File: src/rtl/mem_lsu_if.sv
// ---------------------------------------------------------------------------
// mem_lsu_if: data-bus bundle between the memory-access stage and data memory.
//   req   : bus request, held high for the whole transaction
//   we    : 1 = store, 0 = load
//   addr  : word-aligned byte address
//   sel   : byte enables, bit 3 = bits [31:24] = byte offset 0 (big-endian)
//   wdata : store data, lane-replicated
//   rdata : read data, valid while ack = 1
//   ack   : transaction completes this cycle
// master = the LSU side, slave = the memory side.
// ---------------------------------------------------------------------------
interface mem_lsu_if;
    logic        req;
    logic        we;
    logic [31:0] addr;
    logic [3:0]  sel;
    logic [31:0] wdata;
    logic [31:0] rdata;
    logic        ack;

    modport master (output req, we, addr, sel, wdata, input rdata, ack);
    modport slave  (input req, we, addr, sel, wdata, output rdata, ack);
endinterface

File: src/rtl/mem_lsu.sv
// ---------------------------------------------------------------------------
// mem_lsu: memory-access stage of a 5-stage MIPS pipeline.
// Non-memory results pass through in one cycle. Loads/stores run one
// request/acknowledge transaction on the data bus with big-endian byte lanes,
// stalling the pipeline while outstanding; a request with no ack for TIMEOUT
// cycles is aborted with a bus-error pulse.
// Ports:
//   clk, rst                 clock, asynchronous active-high reset
//   valid_i, mem_op_i        instruction present, memory op code (0 = none)
//   mem_addr_i, store_data_i effective address, store data (rt)
//   wd_i, wreg_i, wdata_i    destination index, write enable, EX result
//   mem                      data-bus master (see mem_lsu_if)
//   stallreq_o               combinational stall request
//   valid_o, wd_o, wreg_o, wdata_o  registered result toward MEM/WB
//   addr_err_o, bus_err_o    one-cycle error pulses
// ---------------------------------------------------------------------------
module mem_lsu #(
    parameter int TIMEOUT = 16
) (
    input  logic             clk,
    input  logic             rst,
    input  logic             valid_i,
    input  logic [3:0]       mem_op_i,
    input  logic [31:0]      mem_addr_i,
    input  logic [31:0]      store_data_i,
    input  logic [4:0]       wd_i,
    input  logic             wreg_i,
    input  logic [31:0]      wdata_i,
    mem_lsu_if.master        mem,
    output logic             stallreq_o,
    output logic             valid_o,
    output logic [4:0]       wd_o,
    output logic             wreg_o,
    output logic [31:0]      wdata_o,
    output logic             addr_err_o,
    output logic             bus_err_o
);
    typedef enum logic {S_IDLE, S_REQ} state_t;

    localparam int CW = $clog2(TIMEOUT + 1);
    localparam logic [CW-1:0] CNT_MAX = CW'(TIMEOUT);

    state_t         state_q, state_d;
    logic [CW-1:0]  cnt_q, cnt_d;
    logic           req_q, req_d, we_q, we_d;
    logic [31:0]    addr_q, addr_d, data_q, data_d;
    logic [3:0]     sel_q, sel_d;
    logic [3:0]     op_q, op_d;
    logic [1:0]     off_q, off_d;
    logic [4:0]     lwd_q, lwd_d;
    logic           lwreg_q, lwreg_d;
    logic           valid_q, valid_d, wreg_q, wreg_d;
    logic [4:0]     wd_q, wd_d;
    logic [31:0]    wdata_q, wdata_d;
    logic           addr_err_q, addr_err_d, bus_err_q, bus_err_d;

    // Op decode: access size, bus lanes and store data for the incoming op.
    logic        is_byte, is_half, is_word, is_mem, is_store, aligned, start;
    logic [3:0]  sel_in;
    logic [31:0] sdata_in;

    always_comb begin
        is_byte  = 1'b0;
        is_half  = 1'b0;
        is_word  = 1'b0;
        case (mem_op_i)
            4'd1, 4'd2, 4'd6: is_byte = 1'b1;
            4'd3, 4'd4, 4'd7: is_half = 1'b1;
            4'd5, 4'd8:       is_word = 1'b1;
            default:          ;
        endcase
        is_mem   = is_byte | is_half | is_word;
        is_store = (mem_op_i >= 4'd6) && (mem_op_i <= 4'd8);
        aligned  = !(is_half && mem_addr_i[0]) && !(is_word && (mem_addr_i[1:0] != 2'b00));
        sel_in   = 4'b1111;
        sdata_in = store_data_i;
        if (is_byte) begin
            sel_in   = 4'b1000 >> mem_addr_i[1:0];
            sdata_in = {4{store_data_i[7:0]}};
        end else if (is_half) begin
            sel_in   = mem_addr_i[1] ? 4'b0011 : 4'b1100;
            sdata_in = {2{store_data_i[15:0]}};
        end
    end

    // Read data split into big-endian byte lanes: lane 0 is bits [31:24].
    logic [7:0] lane [4];
    genvar gi;
    generate
        for (gi = 0; gi < 4; gi++) begin : g_lane
            assign lane[gi] = mem.rdata[31-8*gi -: 8];
        end
    endgenerate

    logic [7:0]  ld_byte;
    logic [15:0] ld_half;
    logic [31:0] ld_ext;

    always_comb begin
        ld_byte = lane[off_q];
        ld_half = off_q[1] ? {lane[2], lane[3]} : {lane[0], lane[1]};
        case (op_q)
            4'd1:    ld_ext = {{24{ld_byte[7]}}, ld_byte};
            4'd2:    ld_ext = {24'd0, ld_byte};
            4'd3:    ld_ext = {{16{ld_half[15]}}, ld_half};
            4'd4:    ld_ext = {16'd0, ld_half};
            4'd5:    ld_ext = mem.rdata;
            default: ld_ext = 32'd0;
        endcase
    end

    // start is gated by rst so the stall request drops at once during reset
    // even if upstream keeps presenting a memory op.
    always_comb begin
        start      = !rst && (state_q == S_IDLE) && valid_i && is_mem && aligned;
        stallreq_o = start || ((state_q == S_REQ) && !mem.ack && (cnt_q != CNT_MAX));
    end

    always_comb begin
        state_d    = state_q;
        cnt_d      = cnt_q;
        req_d      = req_q;
        we_d       = we_q;
        addr_d     = addr_q;
        data_d     = data_q;
        sel_d      = sel_q;
        op_d       = op_q;
        off_d      = off_q;
        lwd_d      = lwd_q;
        lwreg_d    = lwreg_q;
        wd_d       = wd_q;
        wdata_d    = wdata_q;
        valid_d    = 1'b0;
        wreg_d     = 1'b0;
        addr_err_d = 1'b0;
        bus_err_d  = 1'b0;
        case (state_q)
            S_IDLE: begin
                if (start) begin
                    state_d = S_REQ;
                    req_d   = 1'b1;
                    // counter = number of cycles the request has been high,
                    // including the current one
                    cnt_d   = CW'(1);
                    we_d    = is_store;
                    addr_d  = {mem_addr_i[31:2], 2'b00};
                    sel_d   = sel_in;
                    data_d  = sdata_in;
                    op_d    = mem_op_i;
                    off_d   = mem_addr_i[1:0];
                    lwd_d   = wd_i;
                    lwreg_d = wreg_i;
                end else begin
                    valid_d = valid_i;
                    wd_d    = wd_i;
                    if (valid_i && is_mem) begin
                        addr_err_d = 1'b1;
                        wdata_d    = 32'd0;
                    end else begin
                        wreg_d  = valid_i & wreg_i;
                        wdata_d = wdata_i;
                    end
                end
            end
            S_REQ: begin
                if (mem.ack) begin
                    state_d = S_IDLE;
                    cnt_d   = '0;
                    req_d   = 1'b0;
                    valid_d = 1'b1;
                    wd_d    = lwd_q;
                    wreg_d  = lwreg_q;
                    wdata_d = we_q ? 32'd0 : ld_ext;
                end else if (cnt_q == CNT_MAX) begin
                    state_d   = S_IDLE;
                    cnt_d     = '0;
                    req_d     = 1'b0;
                    valid_d   = 1'b1;
                    bus_err_d = 1'b1;
                    wd_d      = lwd_q;
                    wdata_d   = 32'd0;
                end else begin
                    cnt_d = cnt_q + 1'b1;
                end
            end
            default: state_d = S_IDLE;
        endcase
    end

    always_ff @(posedge clk or posedge rst) begin
        if (rst) begin
            state_q    <= S_IDLE;
            cnt_q      <= '0;
            req_q      <= 1'b0;
            we_q       <= 1'b0;
            addr_q     <= 32'd0;
            data_q     <= 32'd0;
            sel_q      <= 4'd0;
            op_q       <= 4'd0;
            off_q      <= 2'd0;
            lwd_q      <= 5'd0;
            lwreg_q    <= 1'b0;
            valid_q    <= 1'b0;
            wd_q       <= 5'd0;
            wreg_q     <= 1'b0;
            wdata_q    <= 32'd0;
            addr_err_q <= 1'b0;
            bus_err_q  <= 1'b0;
        end else begin
            state_q    <= state_d;
            cnt_q      <= cnt_d;
            req_q      <= req_d;
            we_q       <= we_d;
            addr_q     <= addr_d;
            data_q     <= data_d;
            sel_q      <= sel_d;
            op_q       <= op_d;
            off_q      <= off_d;
            lwd_q      <= lwd_d;
            lwreg_q    <= lwreg_d;
            valid_q    <= valid_d;
            wd_q       <= wd_d;
            wreg_q     <= wreg_d;
            wdata_q    <= wdata_d;
            addr_err_q <= addr_err_d;
            bus_err_q  <= bus_err_d;
        end
    end

    assign mem.req    = req_q;
    assign mem.we     = we_q;
    assign mem.addr   = addr_q;
    assign mem.sel    = sel_q;
    assign mem.wdata  = data_q;
    assign valid_o    = valid_q;
    assign wd_o       = wd_q;
    assign wreg_o     = wreg_q;
    assign wdata_o    = wdata_q;
    assign addr_err_o = addr_err_q;
    assign bus_err_o  = bus_err_q;
endmodule

File: src/flat_wrapper.sv
// flat-port wrapper written by rule: the top's interface ports become plain ports
module mem_lsu_flat 
#(
    parameter int TIMEOUT = 16
)
  (clk, rst, valid_i, mem_op_i, mem_addr_i, store_data_i, wd_i, wreg_i, wdata_i, stallreq_o, valid_o, wd_o, wreg_o, wdata_o, addr_err_o, bus_err_o, mem_req, mem_we, mem_addr, mem_sel, mem_wdata, mem_rdata, mem_ack);
  mem_lsu_if mem_i ();
  input  logic clk;
  input  logic rst;
  input  logic valid_i;
  input  logic [3:0] mem_op_i;
  input  logic [31:0] mem_addr_i;
  input  logic [31:0] store_data_i;
  input  logic [4:0] wd_i;
  input  logic wreg_i;
  input  logic [31:0] wdata_i;
  output logic stallreq_o;
  output logic valid_o;
  output logic [4:0] wd_o;
  output logic wreg_o;
  output logic [31:0] wdata_o;
  output logic addr_err_o;
  output logic bus_err_o;
  output wire logic [$bits(mem_i.req)-1:0] mem_req;
  output wire logic [$bits(mem_i.we)-1:0] mem_we;
  output wire logic [$bits(mem_i.addr)-1:0] mem_addr;
  output wire logic [$bits(mem_i.sel)-1:0] mem_sel;
  output wire logic [$bits(mem_i.wdata)-1:0] mem_wdata;
  input wire logic [$bits(mem_i.rdata)-1:0] mem_rdata;
  input wire logic [$bits(mem_i.ack)-1:0] mem_ack;
  assign mem_req = mem_i.req;
  assign mem_we = mem_i.we;
  assign mem_addr = mem_i.addr;
  assign mem_sel = mem_i.sel;
  assign mem_wdata = mem_i.wdata;
  assign mem_i.rdata = mem_rdata;
  assign mem_i.ack = mem_ack;
  mem_lsu #(.TIMEOUT(TIMEOUT)) u_core (.clk(clk), .rst(rst), .valid_i(valid_i), .mem_op_i(mem_op_i), .mem_addr_i(mem_addr_i), .store_data_i(store_data_i), .wd_i(wd_i), .wreg_i(wreg_i), .wdata_i(wdata_i), .mem(mem_i), .stallreq_o(stallreq_o), .valid_o(valid_o), .wd_o(wd_o), .wreg_o(wreg_o), .wdata_o(wdata_o), .addr_err_o(addr_err_o), .bus_err_o(bus_err_o));
endmodule
File: config.mk
export PLATFORM = sky130hd
export DESIGN_NAME = mem_lsu_flat
export DESIGN_NICKNAME = d
export VERILOG_FILES = /design/src/rtl/mem_lsu_if.sv /design/src/rtl/mem_lsu.sv /design/src/flat_wrapper.sv
export SDC_FILE = /design/constraint.sdc
export NUM_CORES = 1
export LEC_CHECK = 0
export CAP_MARGIN = 20
export CORE_MARGIN = 3
export CORE_UTILIZATION = 45
export CTS_CLUSTER_SIZE = 30
export DETAILED_ROUTE_END_ITERATION = 6
export GPL_TIMING_DRIVEN = 0
export MAX_ROUTING_LAYER = met4
export PLACE_DENSITY = 0.84
export RECOVER_POWER = 50
export SYNTH_ARGS = -nofsm -noshare
export SYNTH_HDL_FRONTEND = slang
export SYNTH_SLANG_ARGS = --single-unit
File: constraint.sdc
create_clock -name clk -period 10.5 [get_ports clk]
set_input_delay 3.15 -clock clk [delete_from_list [all_inputs] [get_ports clk]]
set_output_delay 3.15 -clock clk [all_outputs]
set_load 0.02 [all_outputs]
# Word-level counts from Yosys, hierarchy flattened
# Index checks and enable logic that the tools add are counted.
# word_totals
regBits	127
output_inout_bits	112
elab_cells	116
# op_classes
add_sub_neg	1
magnitude_cmp	3
n_eq_ne	18
shift	1
muxes	48
bitwise	5
reduce_logical	23
# ops
operator	count
32-bit 2-to-1 mux	7
32-bit case mux with 5 select lines	1
32-bit case mux with 2 select lines	1
5-bit 2-to-1 mux	6
4-bit by 3-bit equality test with 1-bit output (second input constant)	6
1-bit 2-to-1 mux	20
5-bit case mux with 2 select lines	2
8-bit binary-select mux with 2-bit select	1
4-bit by 2-bit equality test with 1-bit output (second input constant)	4
16-bit 2-to-1 mux	1
8-bit 2-to-1 mux	2
4-bit 2-to-1 mux	3
1-bit logical AND	11
4-bit by 1-bit equality test with 1-bit output (second input constant)	2
1-bit case mux with 2 select lines	4
2-bit AND reduction	3
3-bit OR reduction	2
5-bit by 1-bit adder with 5-bit output (second input constant)	1
5-bit equality test (second input constant)	1
5-bit != test (second input constant)	1
4-bit equality test (second input constant)	1
4-bit by 3-bit greater-or-equal comparator with 1-bit output (second input constant)	1
4-bit less-or-equal comparator (second input constant)	1
1-bit zero test	4
12 further kinds	13

# Logic depth before layout (Yosys ltp)
# logic_depth
ltp_word	9
depth_mapped	9
depth_no_buf	8

# Least setup slack after synthesis
# OpenSTA, ideal clock, no wires.
# synth_timing
kind	in2out
start	input mem_op_i[0]
end	output stallreq_o
t_arrival_ns	4.402
required_ns	7.350
slack_ns	2.948
cell_stages	6
path_buffers	2
path_cell_list	buf_6 -> or4b_4 -> o21ai_2 -> o31a_2 -> inv_2 -> buf_2
# synth_between
elab_chain_len	8
# synth_rtl
item	line_no	source
from (decl)	flat_wrapper.sv:11	input logic [3:0] mem_op_i;
4-bit by 1-bit equality test with 1-bit output (tied with other cells)	mem_lsu.sv:66	case (mem_op_i)
3-bit OR reduction or 2-bit OR reduction (tied branches)	mem_lsu.sv:66	
1-bit 2-to-1 mux	mem_lsu.sv:66	
1-bit bitwise OR or 1-bit logical AND (tied branches)	mem_lsu.sv:72, mem_lsu.sv:74	
1-bit bitwise OR or 1-bit zero test (tied branches)	mem_lsu.sv:72, mem_lsu.sv:74	
1-bit logical AND (on tied branches)	mem_lsu.sv:115, mem_lsu.sv:74	
1-bit logical AND *	mem_lsu.sv:115	start = !rst && (state_q == S_IDLE) && valid_i && is_mem && aligned;
1-bit logical OR *	mem_lsu.sv:116	stallreq_o = start || ((state_q == S_REQ) && !mem.ack && (cnt_q != CNT_MAX));
to (decl)	flat_wrapper.sv:17	output logic stallreq_o;
# Mark *: on every way between the ends. The rest lies on a longest branch, timed or not.

# Worst setup path in the final report
# layout_timing
start	input mem_op_i[1]
end	output stallreq_o
# Same word-level chain as after synthesis.

==> key figures <==
Clocking
  • H-tree Lvls: 4
  • Clock Latency Late Sink: 0.42 ns
  • Post CTS Setup Buffer Count: 0
  • CTS clk-pin slew, worst paths: 0.05 ns
  • CTS max path bufs: 2
  • CTS tree: built
  • Cts repair resizes: 0
  • Hold_buf cts: 0
  • CTS buffer count: 17
  • Sink Count: 127
  • Clock root buffer: clkbuf_16

Critical path
  • Worst Path Buf+Inv: 5
  • CP max stage delay: 0.63 ns
  • Worst Path Arrival: 5.65 ns
  • Startpoint types: primary input
  • Critical path required time: 7.35 ns
  • Cell with the largest stage delay on the worst path: dlygate4sd3_1
  • CP most frequent cell: buf_2
  • Setup CP Type: in2out
  • Largest delay share family, worst path: buffers and inverters
  • Worst Path Max Fanout: 10
  • R2R Setup Slk: 8.12 ns
  • CP endpoint kind: output pin
  • CP cell instances: dlygate4sd3_1 > buf_2 > nand3b_1 > a31oi_1 > o31a_2 > inv_2 > buf_2 > clkdlybuf4s50_1

Route
  • DR vias: 6,249
  • Drt total wl: 20,800 um
  • Drt first pass iters: 5
  • Wire length per cell: 17.9 um
  • Via density per instance: 5.39
  • DRT antenna net count: 0
  • Drc violations: 0
  • 1st-iter DRT viols: 455

Logic synthesis
  • Mapped Area: 0.00623 mm2
  • Async S/R FF share, synth: 100%
  • Register area share after synthesis: 51.0%
  • Top-area cell type share of the netlist area: 51.0%
  • Synth Warn #: 0
  • Synth Flop Type: dfrtp_1
  • Distinct cells, synth: 58
  • Cells after Synth: 701
  • Synth top area cells: dfrtp_1 51%, nand2_1 16%, a221o_1 3.7%
  • Yosys top cell by area: dfrtp_1
  • EDFF count, synth: 0
  • Syn Area/Cell: 8.89 um2
  • #FFs+latches synth: 127

Global route
  • Largest net degree at the start of global routing: 79
  • Initial antenna violation count: 1
  • Number of global-route vias before repair: 6,059
  • First-pass GRT wire length: 31,600 um
  • Global route overflow: 0
  • Overall Global Routing Usage: 27.9%

Die
  • Die area: 0.0153 mm2
  • Core Rows: 42
  • Initial Util: 46.5%
  • Die width: 124 um
  • Core area: 0.0134 mm2
  • Die H: 124 um
  • # IOs: 254

Cells and area
  • Layout cells sized above 1: 8.25%
  • Commonest non-fill, non-tap cell in the layout: nand2_1
  • Most frequent cells in the layout: 262 x nand2_1, 191 x clkdlybuf4s50_1, 127 x dfrtp_1
  • Final Non-Filler Cells: 1,160
  • Fin util: 71.1%
  • Final nets: 1,114
  • Syn-to-layout area delta: 52.9%

Timing
  • Hold Violations, Final: 0
  • Min Clock Period, post-route: 8.80 ns
  • Unrepaired setup endpoints after global routing: no
  • Highest Clock Rate: 114 MHz
  • Slew Limit Fails: 130
  • Worst-Margin Slew: 4.16 ns
  • Relative max-transition margin: -177%
  • Fin crit share: 83.8%
  • Final setup vio count: 0
  • Setup Skew: 0.00859 ns
  • Setup_tns: 0 ns

Pwr
  • Pwr per Cell Area: 203 mW/mm2
  • Maximum vdd drop: 0.000118 V
  • Static Leak: 4.34 nW

Min path
  • Hold Path Class: reg2reg

Flow run
  • Max cap viols: 2

Placement
  • Cells after DPL: 1,126
  • Post-DP HPWL: 15,400 um
  • Port-buffer cells: 247
  • Routability Congestion: 0.924

Outcome
  • Failing checks: capacitance limit, slew limit
  • Status: complete, but fails checks
## stage by stage
| stage | power, mW | worst slack, ns | cell area (um2) | hold slack (ns) |
|---|---|---|---|---|
| floorplan | 1.02 | 2.95 | 6230 | 0.445 |
| global placement | 1.35 | 1.79 | 8930 | 0.456 |
| detailed placement | 1.36 | 1.77 | 8960 | 0.462 |
| CTS | 1.96 | 1.77 | 9540 | 0.475 |
| global route | 2.02 | 0.943 | 9520 | 0.483 |
| finish | 1.93 | 1.70 | 9520 | 0.468 |
## synth_stat cells, types with 3 or more instances
| library cell | instances |
|---|---|
| mux2_2 | 7 |
| o21ai_1 | 10 |
| a221oi_1 | 8 |
| nor2b_1 | 10 |
| nand2b_1 | 5 |
| o21ai_0 | 33 |
| a22oi_1 | 7 |
| dfrtp_1 | 127 |
| nor2_1 | 38 |
| buf_2 | 20 |
| inv_1 | 6 |
| buf_4 | 8 |
| nand3_1 | 5 |
| a31oi_1 | 29 |
| buf_6 | 4 |
| mux2i_1 | 16 |
| o211ai_1 | 8 |
| nand2_1 | 262 |
| a21oi_1 | 3 |
| a221o_1 | 23 |
| o22ai_1 | 9 |
| clkbuf_1 | 20 |
## cell families after synthesis
logic type      share of synthesized area (%)
flops                                    51.0
simple gates                             22.9
xor+xnor                                0.281
mux                                      3.84
fa+ha+maj                               0.402
other cells                            0.0602
buf+inv                                  5.04
compound gates                           16.4
## flip-flops by register name, summed over array words and instances (netlist names)
name,cells
u_core.mem.we,1
u_core.lwd_q,5
u_core.wdata_o,32
u_core.mem.addr,30
u_core.op_q,4
u_core.addr_err_o,1
u_core.valid_o,1
u_core.cnt_q,5
u_core.state_q,1
u_core.wd_o,5
u_core.lwreg_q,1
u_core.mem.sel,4
u_core.bus_err_o,1
u_core.mem.wdata,32
u_core.mem.req,1
u_core.wreg_o,1
u_core.off_q,2
## power breakdown
group	leakage (nW)	switching [mW]	internal (mW)
clock network	0.288	0.209	0.383
registers	1.56	0.0723	0.607
logic	2.48	0.354	0.306
total	4.34	0.635	1.30
## per-layer routing
metal	global-route usage [%]	up-vias	wire [um]
li1	-	2941	-
met1	33.2	2942	8040
met2	42.7	318	9700
met3	9.54	48	2340
met4	13.0	0	701
met5	-	-	0
## cell type report
class	count	area, um2
Fill cell	1036	3880
Sequential cell	127	3180
Multi-Input combinational cell	514	2740
Timing Repair Buffer	249	2480
Clock buffer	24	472
Buffer	52	280
Tap cell	176	220
Clock inverter	7	110
Inverter	9	35.0
Antenna cell	2	5.00
## final timing paths
check	start	endpoint	depth (start not counted)
setup reg to reg	u_core.off_q[1]	u_core.wdata_o[17]	7
hold / removal	u_core.mem.addr[4]	u_core.mem.addr[4]	2
hold reg to reg	u_core.mem.addr[4]	u_core.mem.addr[4]	2
setup / recovery	mem_op_i[1]	stallreq_o	8
max in group asynchronous	rst	u_core.wd_o[3]	3
min in group asynchronous	rst	u_core.mem.wdata[2]	2
## worst reg2reg max path, cell delays in order (launching register included)
cell,delay [ns]
dfrtp_1,0.31
clkbuf_1,0.38
mux2i_1,0.38
mux2i_1,0.12
nand4_1,0.30
clkbuf_1,0.38
nand2_1,0.12
a221o_1,0.27
(Power assumes the default switching activity.)
